### src/rtl/button_debouncer_if.sv
// Button-side signal bundle for the debouncer: raw input, debounced level,
// edge strobes, busy flag and an FSM state tap.
interface button_debouncer_if;
    logic       btn_in;
    logic       btn_level;
    logic       rise_evt;
    logic       fall_evt;
    logic       busy;
    logic [1:0] dbg_state;

    // btn_in is a plain asynchronous level; the outputs are registered levels/strobes
    // with no valid/ready handshake: rise_evt/fall_evt are single-cycle strobes.
    modport master (
        output btn_in,
        input  btn_level,
        input  rise_evt,
        input  fall_evt,
        input  busy,
        input  dbg_state
    );

    modport slave (
        input  btn_in,
        output btn_level,
        output rise_evt,
        output fall_evt,
        output busy,
        output dbg_state
    );
endinterface

### src/rtl/button_debouncer.sv
// Push-button debouncer: 2-flop synchronizer, stability counter and a 4-state
// FSM producing a clean level, one-cycle rise/fall strobes and a busy flag.
module button_debouncer #(
    parameter int DEBOUNCE_CYCLES = 1_000_000,
    parameter bit ACTIVE_LOW_BTN  = 1'b0
) (
    input  logic              clk,
    input  logic              rst_n,
    button_debouncer_if.slave bus
);
    localparam int CNT_W = $clog2(DEBOUNCE_CYCLES);
    localparam logic [CNT_W-1:0] CNT_LAST = CNT_W'(DEBOUNCE_CYCLES - 1);
    localparam logic [CNT_W-1:0] CNT_ONE  = CNT_W'(1);

    typedef enum logic [1:0] {
        ST_LOW       = 2'd0,
        ST_RISE_WAIT = 2'd1,
        ST_HIGH      = 2'd2,
        ST_FALL_WAIT = 2'd3
    } state_t;

    logic             w_b;
    logic             r_s1;
    logic             r_s2;
    state_t           r_state;
    state_t           w_state_nxt;
    logic [CNT_W-1:0] r_cnt;
    logic [CNT_W-1:0] w_cnt_nxt;
    logic             r_level;
    logic             r_rise;
    logic             r_fall;
    logic             r_busy;
    logic             w_level_nxt;
    logic             w_rise_nxt;
    logic             w_fall_nxt;
    logic             w_busy_nxt;

    // Normalise polarity before synchronizing so the FSM always sees 1 = pressed.
    assign w_b = bus.btn_in ^ ACTIVE_LOW_BTN;

    always_ff @(posedge clk or negedge rst_n) begin
        if (!rst_n) begin
            r_s1 <= 1'b0;
            r_s2 <= 1'b0;
        end else begin
            r_s1 <= w_b;
            r_s2 <= r_s1;
        end
    end

    // State register, counter and registered outputs.
    always_ff @(posedge clk or negedge rst_n) begin
        if (!rst_n) begin
            r_state <= ST_LOW;
            r_cnt   <= '0;
            r_level <= 1'b0;
            r_rise  <= 1'b0;
            r_fall  <= 1'b0;
            r_busy  <= 1'b0;
        end else begin
            r_state <= w_state_nxt;
            r_cnt   <= w_cnt_nxt;
            r_level <= w_level_nxt;
            r_rise  <= w_rise_nxt;
            r_fall  <= w_fall_nxt;
            r_busy  <= w_busy_nxt;
        end
    end

    // A reversion is tested before terminal count, so it wins on that cycle too.
    always_comb begin
        w_state_nxt = r_state;
        w_cnt_nxt   = '0;
        case (r_state)
            ST_LOW: begin
                if (r_s2) w_state_nxt = ST_RISE_WAIT;
            end
            ST_RISE_WAIT: begin
                if (!r_s2)                  w_state_nxt = ST_LOW;
                else if (r_cnt == CNT_LAST) w_state_nxt = ST_HIGH;
                else                        w_cnt_nxt   = r_cnt + CNT_ONE;
            end
            ST_HIGH: begin
                if (!r_s2) w_state_nxt = ST_FALL_WAIT;
            end
            ST_FALL_WAIT: begin
                if (r_s2)                   w_state_nxt = ST_HIGH;
                else if (r_cnt == CNT_LAST) w_state_nxt = ST_LOW;
                else                        w_cnt_nxt   = r_cnt + CNT_ONE;
            end
            default: begin
                w_state_nxt = ST_LOW;
            end
        endcase
    end

    always_comb begin
        w_level_nxt = (w_state_nxt == ST_HIGH) || (w_state_nxt == ST_FALL_WAIT);
        w_rise_nxt  = (r_state == ST_RISE_WAIT) && (w_state_nxt == ST_HIGH);
        w_fall_nxt  = (r_state == ST_FALL_WAIT) && (w_state_nxt == ST_LOW);
        w_busy_nxt  = (w_state_nxt == ST_RISE_WAIT) || (w_state_nxt == ST_FALL_WAIT);
    end

    assign bus.btn_level = r_level;
    assign bus.rise_evt  = r_rise;
    assign bus.fall_evt  = r_fall;
    assign bus.busy      = r_busy;
    assign bus.dbg_state = r_state;

    a_evt_exclusive: assert property (@(posedge clk) disable iff (!rst_n)
        !(r_rise && r_fall));
    a_busy_matches_state: assert property (@(posedge clk) disable iff (!rst_n)
        r_busy == ((r_state == ST_RISE_WAIT) || (r_state == ST_FALL_WAIT)));
    a_cnt_idle_zero: assert property (@(posedge clk) disable iff (!rst_n)
        ((r_state == ST_LOW) || (r_state == ST_HIGH)) |-> (r_cnt == '0));
    a_cnt_bounded: assert property (@(posedge clk) disable iff (!rst_n)
        r_cnt <= CNT_LAST);
endmodule

### src/flat_wrapper.sv
// flat-port wrapper written by rule: the top's interface ports become plain ports
module button_debouncer_flat 
#(
    parameter int DEBOUNCE_CYCLES = 1_000_000,
    parameter bit ACTIVE_LOW_BTN  = 1'b0
)
  (clk, rst_n, bus_btn_in, bus_btn_level, bus_rise_evt, bus_fall_evt, bus_busy, bus_dbg_state);
  button_debouncer_if bus_i ();
  input  logic clk;
  input  logic rst_n;
  input wire logic [$bits(bus_i.btn_in)-1:0] bus_btn_in;
  output wire logic [$bits(bus_i.btn_level)-1:0] bus_btn_level;
  output wire logic [$bits(bus_i.rise_evt)-1:0] bus_rise_evt;
  output wire logic [$bits(bus_i.fall_evt)-1:0] bus_fall_evt;
  output wire logic [$bits(bus_i.busy)-1:0] bus_busy;
  output wire logic [$bits(bus_i.dbg_state)-1:0] bus_dbg_state;
  assign bus_i.btn_in = bus_btn_in;
  assign bus_btn_level = bus_i.btn_level;
  assign bus_rise_evt = bus_i.rise_evt;
  assign bus_fall_evt = bus_i.fall_evt;
  assign bus_busy = bus_i.busy;
  assign bus_dbg_state = bus_i.dbg_state;
  button_debouncer #(.DEBOUNCE_CYCLES(DEBOUNCE_CYCLES), .ACTIVE_LOW_BTN(ACTIVE_LOW_BTN)) u_core (.clk(clk), .rst_n(rst_n), .bus(bus_i));
endmodule
### config.mk
export PLATFORM = sky130hd
export DESIGN_NAME = button_debouncer_flat
export DESIGN_NICKNAME = d
export VERILOG_FILES = /design/src/rtl/button_debouncer_if.sv /design/src/rtl/button_debouncer.sv /design/src/flat_wrapper.sv
export SDC_FILE = /design/constraint.sdc
export NUM_CORES = 1
export LEC_CHECK = 0
export CORE_MARGIN = 10
export CORE_UTILIZATION = 49
export CTS_CLUSTER_SIZE = 12
export DETAILED_ROUTE_END_ITERATION = 8
export GPL_ROUTABILITY_DRIVEN = 1
export HOLD_SLACK_MARGIN = 0.02
export PLACE_DENSITY = 0.68
export REMOVE_ABC_BUFFERS = 1
export SYNTH_ARGS = -nofsm -noshare
export SYNTH_HDL_FRONTEND = slang
export SYNTH_SLANG_ARGS = --single-unit
### constraint.sdc
create_clock -name clk -period 3.4 [get_ports clk]
set_input_delay 1.02 -clock clk [delete_from_list [all_inputs] [get_ports clk]]
set_output_delay 1.02 -clock clk [all_outputs]
set_load 0.01 [all_outputs]
==> run_results.csv <==
group,metric,value,unit
sta,fmax,0.420,GHz
cts,clock-sinks,27,
setup_path,critical_path_required,2.38,ns
detailed_routing,drt-wirelength-per-cell,13.9,um
detailed_routing,drt_iter0_drc,47,
sta,period_needed,2.38,ns
floorplan,coreArea,2450,um^2
setup_path,cp_cell_sequence,"clkdlybuf4s50_1",
detailed_routing,drt-pass1-iter-count,4,
floorplan,die_h,70.5,um
global_route,grt_antenna_before_repair,0,
flow_run,maxCapViolCount,0,
placement,gp_congestion,0.793,
setup_path,critPathTopFamily,"buffers and inverters",
synthesis,synth-xor-area-share,10.5,%
sta,hold_violations,0,
global_route,grt_overflow,0,
power_and_ir_drop,p_per_area,347,nW/um^2
sta,rsz0062_at_grt,"false",
setup_path,critPathMaxStageDelay,0.58,ns
cts,cts-resized-gates,0,
floorplan,rows,18,
floorplan,die_area,4960,um^2
placement,dp_hpwl,1.58,mm
power_and_ir_drop,peakVddDrop,0.238,mV
cts,clock_latency,0.32,ns
sta,slew_headroom,54.5,%
cts,cts_htree_levels,1,
synthesis,ys_seq_area_share,54.2,%
setup_path,path_class,"reg -> out",
floorplan,io_pins,9,
cts,cts_buffers,3,
setup_path,crit_fanout,6,
sta,timing.hold.ws,0.365,ns
sta,post-route-period-util,70.1,%
global_route,grt_pass1_wl,3.94,mm
sta,fin_ws,1.02,ns
synthesis,synth_top_family_by_area,"simple AND/OR/NAND/NOR gates",
detailed_routing,antenna_left,0,
power_and_ir_drop,leakagePower,0.546,nW
detailed_routing,dr_total_vias,895,
setup_path,arrival,1.36,ns
sta,finClkSkew,0.00392,ns
floorplan,start_util,50.8,%
synthesis,async_flop_share,100,%
cells_and_area,drive_gt1_share,6.25,%
cts,cts_setup_buffers,0,
cells_and_area,nets,133,
placement,pre_cts_slack,1.18,ns
synthesis,yosys-top-cells-count,"dfrtp_1, nor2_1, xnor2_1",
synthesis,synth_cell_types,27,
cts,cts.clk_slew.worst_paths,0.13,ns
cts,cts_buffer_depth,2,
synthesis,synth_ff_type,"dfrtp_1",
cts,ctsHoldBuffers,0,
setup_path,crit_path_start_kind,"flop",
synthesis,yosys.area_share.simple,24.5,%
cells_and_area,antennaDiodeCount,0,
cts,tritoncts,"done",
detailed_routing,drt-total-wl,2.20,mm
cells_and_area,syn_to_final_growth,10.8,%
detailed_routing,vias_per_cell,5.66,
synthesis,syn_inst,118,
worst_hold_path,min_path_type,"reg -> reg",
synthesis,synthAdderAreaFrac,1.00,%
sta,setup_viol,0,
detailed_routing,route.detailed.drc,0,
global_route,grt_pass1_vias,870,
synthesis,yosys.area.top_type_share,54.2,%
setup_path,worst_path_max_delay_cell,"clkdlybuf4s50_1",
synthesis,synth_compound_area_share,4.11,%
synthesis,yosysMostFrequentCell,"dfrtp_1",
run_status,status,"completed",
placement,portBuffers,8,
sta,drv_slew,0,
floorplan,chipWidth,70.5,um
synthesis,ys_warn_count,0,
setup_path,critPathBufInv,1,
synthesis,yosys.area.top_type,"dfrtp_1",
synthesis,synthMuxAreaShare,3.21,%
synthesis,synth_area_per_cell,10.6,um^2
synthesis,netlist_area,1250,um^2
sta,tightest_slew,0.681,ns
synthesis,synthTopCellsByArea,"dfrtp_1, nor2_1, xnor2_1",
synthesis,ys_ff_latch,27,
setup_path,critPathCaptureType,"output port",
sta,setup_tns,0,ns
synthesis,synth-edff-count,0,
cts,clockRootBuffer,"clkbuf_4",
global_route,grt_max_degree,28,
global_route,grt.total_usage,9.23,%
[cells by family after synthesis]
family,count (synthesis)
flops,27
buf+inv,7
simple gates,57
compound gates,8
xor+xnor,15
mux,3
fa+ha+maj,1
[report_power, final]
part           internal (W)  switching, W
Sequential         0.000324    0.00000253
Combinational    0.00000711     0.0000120
Clock             0.0000459     0.0000880
Total              0.000377      0.000103
[flip-flops by register name (all words and copies together), names as in the netlist]
signal                count
u_core.r_cnt             20
u_core.r_s2               1
u_core.bus.busy           1
u_core.bus.fall_evt       1
u_core.bus.dbg_state      1
u_core.bus.btn_level      1
u_core.r_s1               1
u_core.bus.rise_evt       1
[placed cells by master, fill, tap and decap left out, types with 4 or more instances in the layout]
master | Yosys | final
inv_1 | 4 | 4
xnor2_1 | 8 | 8
nand4_1 | 7 | 7
dfrtp_1 | 27 | 27
nand3_1 | 7 | 7
clkdlybuf4s50_1 | 0 | 8
nand2_1 | 4 | 4
nor4_1 | 4 | 4
nor2_1 | 20 | 20
a21oi_1 | 4 | 4
xor2_1 | 7 | 7
[stage by stage]
| stage | power [W] | util, % | instances | area (um^2) |
|---|---|---|---|---|
| after floorplan | 0.000339 | - | 115 | 1230 |
| after global placement | 0.000352 | 55.2 | 154 | 1360 |
| after detailed placement | 0.000353 | 55.2 | 154 | 1360 |
| after CTS | 0.000487 | 56.3 | 158 | 1380 |
| after global routing | 0.000501 | 56.3 | 158 | 1380 |
| final | 0.000480 | 56.3 | 158 | 1380 |
[metal layers]
layer  share of wire (%)  global-route usage, %  wire [um]  vias up
met4                 1.5                   3.95         34        0
met2                  48                   15.1       1070        8
met1                  48                   11.5       1060      448
met5                   0                      0          0        -
li1                    -                      -          -      435
met3                 1.8                   1.69         39        4
[layout make-up]
class / instances / area [um^2]
inverter: 4 / 15.0
multi-input combinational: 84 / 541
sequential: 27 / 676
tap: 30 / 37.5
fill: 220 / 1070
timing repair buffer: 9 / 87.6
clock buffer: 4 / 26.3
[path summary, 6_finish.rpt]
path,endpoint,startpoint,slack (ns),cells past startpoint
worst max-delay path,bus_dbg_state[1],u_core.bus.dbg_state[1],1.02,1
worst min-delay path,u_core.r_s2,u_core.r_s1,0.37,0
worst max register to register,u_core.bus.dbg_state[1],u_core.r_cnt[0],1.16,5
worst min register to register,u_core.r_s2,u_core.r_s1,0.37,0
max in group asynchronous,u_core.r_cnt[8],rst_n,2.11,2
min in group asynchronous,u_core.r_cnt[17],rst_n,1.05,2
Power figures use the tool's default switching activity.
==> patch (same settings) <==
`ACTIVE_LOW_BTN` is set to 1'b0 in 2 places; all go to 1'b1.
--- a/src/rtl/button_debouncer.sv
+++ b/src/rtl/button_debouncer.sv
@@ -3,5 +3,5 @@
 module button_debouncer #(
     parameter int DEBOUNCE_CYCLES = 1_000_000,
-    parameter bit ACTIVE_LOW_BTN  = 1'b0
+    parameter bit ACTIVE_LOW_BTN  = 1'b1
 ) (
     input  logic              clk,
--- a/src/flat_wrapper.sv
+++ b/src/flat_wrapper.sv
@@ -3,5 +3,5 @@
 #(
     parameter int DEBOUNCE_CYCLES = 1_000_000,
-    parameter bit ACTIVE_LOW_BTN  = 1'b0
+    parameter bit ACTIVE_LOW_BTN  = 1'b1
 )
   (clk, rst_n, bus_btn_in, bus_btn_level, bus_rise_evt, bus_fall_evt, bus_busy, bus_dbg_state);
Check against the original RTL: not equivalent (Yosys sat finds a counterexample within 4 cycles, from zero or initial values and one cycle with rst_n low).
==> patch against the original RTL <==
Setup slack improved by 0.043 ns; count of clock-buffer cells in the layout unchanged; total power decreased by 0.31%; hold slack improved by 0.0040 ns; final cell count increased by 2.5%; sequential cell count unchanged; first-iteration DRC count increased by 30%; register-to-register slack improved by 0.06 ns; wire length increased by 0.41%; fmax increased by 1.8%; via count increased by 0.11%; area after synthesis increased by 4.8%; final area increased by 2.8%; largest power group unchanged.
==> patch: results (changes against the original RTL) <==
Cells and area
  • Fillers: 222 (+0.91%)
  • # diodes: 0 (unchanged)
  • Nets@finish: 137 (+3.0%)
  • Max FFs per register: 20 (unchanged)
  • Share of cells above drive strength 1: 10.6% (+4.4 points)
  • Largest Register: u_core.r_cnt

Detailed routing
  • Detailed Routing Iterations Pass 1: 4 (unchanged)
  • Drt first-iter violations: 61 (+30%)
  • WL/cell: 13.6 µm (-2.1%)
  • DR vias/cell: 5.53 (-2.4%)

Worst setup path
  • WP data arrival: 1.32 ns (-0.04 ns)
  • CP max stage cell: clkdlybuf4s50_1
  • Critical Path Max Stage Delay: 0.57 ns
  • Delay-heaviest family, CP: buffers and inverters
  • Worst R2R Path Depth: 5 (unchanged)
  • Largest fanout on the critical path: 6 (unchanged)

Clocking
  • Clock buffer depth: 2 (unchanged)
  • Setup bufs post-CTS: 0 (unchanged)
  • CTS Root Cell: clkbuf_4
  • Htree depth: 1 (unchanged)
  • CTS buffer count: 3 (unchanged)
  • CTS clk-pin slew, worst paths: 0.13 ns (about the same)
  • Insertion delay to the later sink of the worst-skew pair: 0.31 ns
  • CTS resizes: 0 (unchanged)

Timing
  • Worst rel slew slack: 59.2% (+4.7 points)
  • Final setup fails: 0 (unchanged)
  • Worst clock skew: 0.00596 ns (+0.00204 ns)

Logic synthesis
  • Sequential share of the synthesized area: 51.7% (-2.5 points)
  • Synth cell types: 32 (+19%)
  • Post-synth ARST share: 100% (unchanged)
  • Yosys Warn Count: 0 (unchanged)
  • Commonest cells post-synth: dfrtp_1, nor2_1, nand2_1
  • Synth top area cells: dfrtp_1, nor2_1, xnor2_1, xor2_1, nand4_2
  • Post-synth EDFFs: 0 (unchanged)

GRT
  • First-pass GRT wire length: 3.72 mm (-5.6%)
  • Initial antenna violation count: 0 (unchanged)
  • Largest net degree at the start of global routing: 28 (unchanged)
  • Overall Global Routing Usage: 8.67% (-0.56 points)
  • Vias in the first global route: 860 (-1.1%)

Pwr
  • Leakage: 0.576 nW (+5.5%)
  • Maximum vdd drop: 360 µV (+51%)

Placement
  • Pre-CTS WS: 1.20 ns (+0.0200 ns)
  • Detailed placer's ending HPWL: 1.62 mm (+2.4%)
  • Gpl congestion: 0.823 (+3.8%)
  • Port-buffer cells: 8 (unchanged)

Worst hold path
  • Hold Path Depth: 0 (unchanged)
  • Hold crit path type: register to register

Status
  • Status: finished, final reports clean
-- patch: metrics by stage --
step | power [W] | hold WS [ns] | std cells | instance area, µm²
2_1_floorplan | 0.000339 | 0.331 | 119 | 1270
6_report | 0.000478 | 0.369 | 162 | 1420
3_5_place_dp | 0.000353 | 0.342 | 158 | 1400
3_3_place_gp | 0.000352 | 0.337 | 158 | 1400
4_1_cts | 0.000486 | 0.374 | 162 | 1420
5_1_grt | 0.000503 | 0.390 | 162 | 1420
-- patch: layout make-up --
class,instances,share of cell area (%)
multi-input cells,86,40.2
repair buffers,9,6.16
inverters,6,1.58
clock buffers,4,1.85
flip-flops and latches,27,47.5
well taps,30,2.64
-- patch: final timing paths --
check                                         from                to  slack [ns]
max reg2reg                        u_core.r_cnt[0]  u_core.r_cnt[14]        1.22
min in group asynchronous                    rst_n  u_core.r_cnt[11]        1.05
max in group asynchronous                    rst_n   u_core.r_cnt[3]        2.10
max                        u_core.bus.dbg_state[1]  bus_dbg_state[1]        1.06
min reg2reg                            u_core.r_s1       u_core.r_s2        0.37
min                                    u_core.r_s1       u_core.r_s2        0.37
-- patch: logic make-up (layout without fill, tap and decap cells) --
kind of cell               count (synthesis)  count (layout)  synth area share, %
AOI/OAI and AO/OA                         12              12                 5.45
xor gates and xnor gates                  13              13                 8.71
adders and majority gates                  1               1                0.957
buffers and inverters                     10              19                 4.59
DFF                                       27              27                 51.7
muxes                                      2               2                 1.72
and+or+nand+nor                           58              58                 26.9
-- patch: report_power, final --
| group | internal, W | switching (W) |
|---|---|---|
| sequential | 0.000324 | 0.00000263 |
| combinational | 0.00000698 | 0.0000124 |
| clock | 0.0000458 | 0.0000862 |
| total | 0.000377 | 0.000101 |
-- patch: routing by layer --
metal,part of all wire (%),GRT usage (%)
met5,0,0
met4,0.77,1.94
met3,3.3,3.03
met2,46,14.8
met1,49,10.1
